[config.mk]
export PLATFORM = sky130hd
export DESIGN_NAME = uart_rx
export DESIGN_NICKNAME = d
export VERILOG_FILES = /design/src/rtl/uart_pkg.sv /design/src/rtl/uart_sync.sv /design/src/rtl/uart_rx.sv
export SDC_FILE = /design/constraint.sdc
export NUM_CORES = 1
export LEC_CHECK = 0
export CAP_MARGIN = 20
export CORE_MARGIN = 5
export CORE_UTILIZATION = 55
export CTS_BUF_LIST = sky130_fd_sc_hd__clkbuf_4 sky130_fd_sc_hd__clkbuf_8
export CTS_CLUSTER_DIAMETER = 200
export DETAILED_ROUTE_END_ITERATION = 12
export PLACE_DENSITY = 0.85
export SKIP_LAST_GASP = 1
export SLEW_MARGIN = 10
export SYNTH_ARGS = -nofsm -noshare
export SYNTH_HDL_FRONTEND = slang
export SYNTH_SLANG_ARGS = --single-unit
[constraint.sdc]
create_clock -name clk_i -period 3.18 [get_ports clk_i]
set_input_delay 0.477 -clock clk_i [delete_from_list [all_inputs] [get_ports clk_i]]
set_output_delay 0.477 -clock clk_i [all_outputs]
set_load 0.02 [all_outputs]
[src/rtl/uart_pkg.sv]
// Shared UART definitions used by uart_rx (and later uart_tx).
//   - 8N1 frame constants
//   - legal range of the ClksPerBit parameter
//   - receive FSM state encoding
package uart_pkg;

  localparam int unsigned DataBits      = 8;
  localparam int unsigned StopBits      = 1;
  localparam int unsigned MinClksPerBit = 4;
  localparam int unsigned MaxClksPerBit = 65535;

  typedef enum logic [2:0] {
    StIdle,
    StStart,
    StData,
    StStop,
    StBreak
  } uart_rx_state_e;

endpackage

[src/rtl/uart_sync.sv]
// Two-flop synchronizer for asynchronous inputs. Both stages reset to 1 so an
// idle-high serial line never shows a spurious low edge coming out of reset.
// Ports:
//   clk_i    - destination clock
//   reset_ni - synchronous active-low reset
//   d_i      - asynchronous input bits
//   q_o      - synchronized bits, two cycles after d_i
module uart_sync #(
  parameter int unsigned Width = 1
) (
  input  logic             clk_i,
  input  logic             reset_ni,
  input  logic [Width-1:0] d_i,
  output logic [Width-1:0] q_o
);

  logic [Width-1:0] meta_q;
  logic [Width-1:0] sync_q;

  always_ff @(posedge clk_i) begin
    if (!reset_ni) begin
      meta_q <= '1;
      sync_q <= '1;
    end else begin
      meta_q <= d_i;
      sync_q <= meta_q;
    end
  end

  assign q_o = sync_q;

endmodule

[src/rtl/uart_rx.sv]
// 8N1 UART receiver with a one-entry valid/ready output buffer.
// Ports:
//   clk_i       - clock, all logic on the rising edge
//   reset_ni    - synchronous active-low reset
//   rx_i        - asynchronous serial line, idle high
//   ready_i     - downstream accepts data_o when valid_o & ready_i
//   valid_o     - data_o holds an unaccepted byte
//   data_o      - received byte (LSB first on the line)
//   frame_err_o - one-cycle pulse: stop bit sampled low
//   overrun_o   - one-cycle pulse: completed byte dropped, buffer full
module uart_rx
  import uart_pkg::*;
#(
  parameter int unsigned ClksPerBit = 868
) (
  input  logic                clk_i,
  input  logic                reset_ni,
  input  logic                rx_i,
  input  logic                ready_i,
  output logic                valid_o,
  output logic [DataBits-1:0] data_o,
  output logic                frame_err_o,
  output logic                overrun_o
);

  if (ClksPerBit < MinClksPerBit || ClksPerBit > MaxClksPerBit) begin : gen_bad_clks
    $error("uart_rx: ClksPerBit must be within 4..65535");
  end
  if (StopBits != 1) begin : gen_bad_stop
    $error("uart_rx: only a single stop bit is supported");
  end

  localparam int unsigned CntW = $clog2(ClksPerBit);
  // Counter values at which the half-bit and full-bit intervals expire.
  localparam logic [CntW-1:0] HalfLast = CntW'(ClksPerBit / 2 - 1);
  localparam logic [CntW-1:0] FullLast = CntW'(ClksPerBit - 1);
  localparam logic [2:0]      LastIdx  = 3'(DataBits - 1);

  logic rx_s;

  uart_sync #(
    .Width(1)
  ) u_sync (
    .clk_i   (clk_i),
    .reset_ni(reset_ni),
    .d_i     (rx_i),
    .q_o     (rx_s)
  );

  uart_rx_state_e      state_q;
  logic [CntW-1:0]     cnt_q;
  logic [2:0]          idx_q;
  logic [DataBits-1:0] shift_q;
  logic                valid_q;
  logic [DataBits-1:0] data_q;
  logic                frame_err_q;
  logic                overrun_q;

  logic accept;
  logic half_done;
  logic full_done;

  assign accept    = valid_q & ready_i;
  assign half_done = (cnt_q == HalfLast);
  assign full_done = (cnt_q == FullLast);

  always_ff @(posedge clk_i) begin
    if (!reset_ni) begin
      state_q     <= StIdle;
      cnt_q       <= '0;
      idx_q       <= '0;
      shift_q     <= '0;
      valid_q     <= 1'b0;
      data_q      <= '0;
      frame_err_q <= 1'b0;
      overrun_q   <= 1'b0;
    end else begin
      frame_err_q <= 1'b0;
      overrun_q   <= 1'b0;
      // A delivery in the Stop state below overrides this clear.
      if (accept) begin
        valid_q <= 1'b0;
      end

      unique case (state_q)
        StIdle: begin
          if (!rx_s) begin
            cnt_q   <= '0;
            state_q <= StStart;
          end
        end

        StStart: begin
          if (half_done) begin
            cnt_q <= '0;
            if (rx_s) begin
              // Line went back high before mid start bit: treat as noise.
              state_q <= StIdle;
            end else begin
              idx_q   <= '0;
              state_q <= StData;
            end
          end else begin
            cnt_q <= cnt_q + CntW'(1);
          end
        end

        StData: begin
          if (full_done) begin
            cnt_q          <= '0;
            shift_q[idx_q] <= rx_s;
            if (idx_q == LastIdx) begin
              state_q <= StStop;
            end else begin
              idx_q <= idx_q + 3'd1;
            end
          end else begin
            cnt_q <= cnt_q + CntW'(1);
          end
        end

        StStop: begin
          if (full_done) begin
            cnt_q <= '0;
            if (rx_s) begin
              state_q <= StIdle;
              if (!valid_q || accept) begin
                valid_q <= 1'b1;
                data_q  <= shift_q;
              end else begin
                overrun_q <= 1'b1;
              end
            end else begin
              frame_err_q <= 1'b1;
              state_q     <= StBreak;
            end
          end else begin
            cnt_q <= cnt_q + CntW'(1);
          end
        end

        StBreak: begin
          // Do not hunt for start bits until the line has returned high.
          if (rx_s) begin
            state_q <= StIdle;
          end
        end

        default: state_q <= StIdle;
      endcase
    end
  end

  assign valid_o     = valid_q;
  assign data_o      = data_q;
  assign frame_err_o = frame_err_q;
  assign overrun_o   = overrun_q;

endmodule

==> summary.md <==
| Metric | Value |
|---|---|
| Vias in the first global route | 1429 |
| Drt total wl | 3900 um |
| Peak Freq | 512 MHz |
| Critical path's slowest cell | or4_1 |
| WL/cell | 14.3 um |
| Ys flop type | dfxtp_1 |
| GRT Total Usage | 0.185 |
| RSZ-0062 raised after global routing | no |
| FF+latch count, synth | 37 |
| Peak supply drop | 0.000370 V |
| Slowest stage delay, CP | 0.58 ns |
| HPWL reported at the end of detailed placement | 2740 um |
| Dpl cell area | 2040 sq um |
| Mapped Cells | 218 |
| First-pass GRT wire length | 6570 um |
| Detail Route Antenna Nets | 0 |
| Power after layout | 918 uW |
| Clk_skew | 0.0125 ns |
| Max H-tree Level | 2 |
| Reg power frac | 0.550 |
| Crit. End Element | flop |
| Fin crit period | 1.95 ns |
| Skew-Pair Late Insertion Delay | 0.34 ns |
| Die height | 68.9 um |
| WHS | 0.440 ns |
| Worst Max-Slew Pin Slew | 0.627 ns |
| Initial Util | 0.571 |
| Setup Crit Path Kind | in2reg |
| Post-CTS sizing | 0 |
| P_int | 642 uW |
| Core Area | 3340 sq um |
| Final Hold Viols | 0 |
| Hold crit path type | reg2reg |
| Pwr/cell area | 438 nW/um^2 |
| Area Growth Syn to Fin | 9.97% |
| Initial DRC count | 99 |
| Largest net degree at the start of global routing | 23 |
| Design area | 2100 sq um |
| CTS tree | done |
| DIE AREA | 4740 sq um |
| CTS Buffer Depth | 2 |
| Boundary pin count | 15 |
| Post-synthesis sequential area ratio | 0.388 |
| Final setup fails | 0 |
| Most frequent cells in the layout | dfxtp_1 (37), nand2_1 (29), a21oi_1 (19), nand3_1 (15) |
| Root Buffer | clkbuf_4 |
| Switching Fraction | 0.301 |
| Max Cap Violations | 0 |
| Clock sink count | 37 |
| Row count | 21 |
| Residual DRC count | 0 |
| CP Data Arrival Time | 2.22 ns |
| Non-filler cells, final | 273 |
| Detailed Routing Iterations Pass 1 | 4 |
| Port Buffers | 14 |
| Final period util | 0.614 |
| Status | complete, no violations |
| ANT cells | 0 |
| Static leakage | 0.731 nW |
| # hold bufs at CTS | 0 |
| Clock Pin Slew Worst Setup and Hold Paths | 0.10 ns |
| Clk pwr share | 0.268 |
| Worst Path Max Fanout | 22 |
| Synth Net Count | 226 |
| Gpl congestion | 0.824 |
| Synth Warn # | 0 |
| Antenna violations before repair | 0 |
| Startpoint Class | primary input |
| CP required | 3.45 ns |
| Max_slew headroom | 0.581 |
| Synth unique cells | 46 |
| Synth Cell Area | 1910 sq um |
| Count of final max-slew check failures | 0 |
| NetSw | 277 uW |
| EDFF count, synth | 0 |
| Die W | 68.9 um |
| Gate power share | 0.182 |
| Synthesized area per cell | 8.75 sq um |
| Via count | 1594 |
| CTS buffer count | 5 |
| Asr flop ratio synth | 0 |
| Setup_tns | 0 ns |
| Post-CTS setup buffer count | 0 |
| Total grt overflow | 0 |
| Critical Path, Cell by Cell | clkdlybuf4s50_1 -> buf_4 -> inv_1 -> or4_1 -> mux2i_1 |
| Placed cells | 265 |
| Share of post-route cells with drive strength above 1 | 0.0837 |
| Nets | 234 |
| Mean number of vias per cell | 5.84 |
| Commonest non-fill, non-tap cell in the layout | dfxtp_1 |
-- power groups by stage --
| stage | combinational (mW) | sequential (mW) | clock, mW |
|---|---|---|---|
| floorplan | 0.149 | 0.509 | 0 |
| global route | 0.185 | 0.508 | 0.275 |
| global placement | 0.165 | 0.514 | 0 |
| detailed placement | 0.168 | 0.516 | 0 |
| CTS | 0.169 | 0.505 | 0.252 |
| finish | 0.167 | 0.505 | 0.246 |
-- worst max-delay path, delay by kind of cell --
family | cells | cell delay [ns]
and+or+nand+nor | 1 | 0.58
buffers and inverters | 3 | 1.00
muxes | 1 | 0.15
-- state kept, by name (all words and copies together) (netlist names) --
register,flops
shift_q,8
u_sync.q_o,1
state_q,3
overrun_o,1
frame_err_o,1
cnt_q,10
u_sync.meta_q,1
data_o,8
idx_q,3
valid_o,1
-- per-stage QoR --
stage	setup WS, ns	util
global placement	0.885	0.612
global route	1.10	0.628
finish	1.23	0.628
detailed placement	0.847	0.612
CTS	1.20	0.628
floorplan	1.66	-
-- Yosys cell counts (2+ instances only) --
library cell  number  area [sq um]
dfxtp_1           37           741
nand2_1           29           109
a21oi_1           19          95.1
nand3_1           15          75.1
mux2i_1           14           140
o21ai_0            9          45.0
o22ai_1            9          56.3
nor2_1             7          26.3
clkbuf_1           6          22.5
buf_2              5          25.0
nand2b_1           5          31.3
and2_1             4          25.0
ha_1               4          50.1
nand4_1            4          25.0
inv_1              3          11.3
nand3b_1           3          22.5
nand4b_1           3          26.3
nor3_1             3          15.0
nor4_1             3          18.8
o31a_1             3          26.3
and3b_1            2          17.5
and4_1             2          17.5
and4b_1            2          20.0
buf_4              2          15.0
nor2b_1            2          12.5
o21a_1             2          15.0
o21bai_1           2          15.0
-- cells by family after synthesis --
logic type                 count (synthesis)  synth area share
AOI/OAI and AO/OA                         49             0.161
xor gates and xnor gates                   1           0.00459
adders and majority gates                  4            0.0262
buffers and inverters                     18            0.0466
DFF                                       37             0.388
muxes                                     14            0.0735
and+or+nand+nor                           95             0.300
-- worst paths after layout --
check | from | end | slack (ns) | depth (start not counted)
setup reg to reg | cnt_q[0]$_SDFFE_PN0P_ | state_q[2]$_SDFFE_PN0P_ | 1.28 | 5
setup / recovery | reset_ni | state_q[2]$_SDFFE_PN0P_ | 1.23 | 5
hold reg to reg | u_sync.meta_q$_SDFF_PN1_ | u_sync.q_o$_SDFF_PN1_ | 0.44 | 1
hold / removal | u_sync.meta_q$_SDFF_PN1_ | u_sync.q_o$_SDFF_PN1_ | 0.44 | 1
-- area by class of cell --
class / instances / area, sq um
multi-input cells: 163 / 1080
clock inverters: 2 / 10.0
inverters: 3 / 11.3
repair buffers: 16 / 155
fillers: 289 / 1240
clock buffers: 6 / 45.0
well taps: 46 / 57.6
flip-flops and latches: 37 / 741
-- layer usage --
metal	track usage	part of all wire	wire length [um]
met5	0	0	0
met2	0.286	0.44	1740
met4	0.0827	0.018	72
met1	0.241	0.48	1860
met3	0.0486	0.061	237
(Power assumes the default switching activity.)
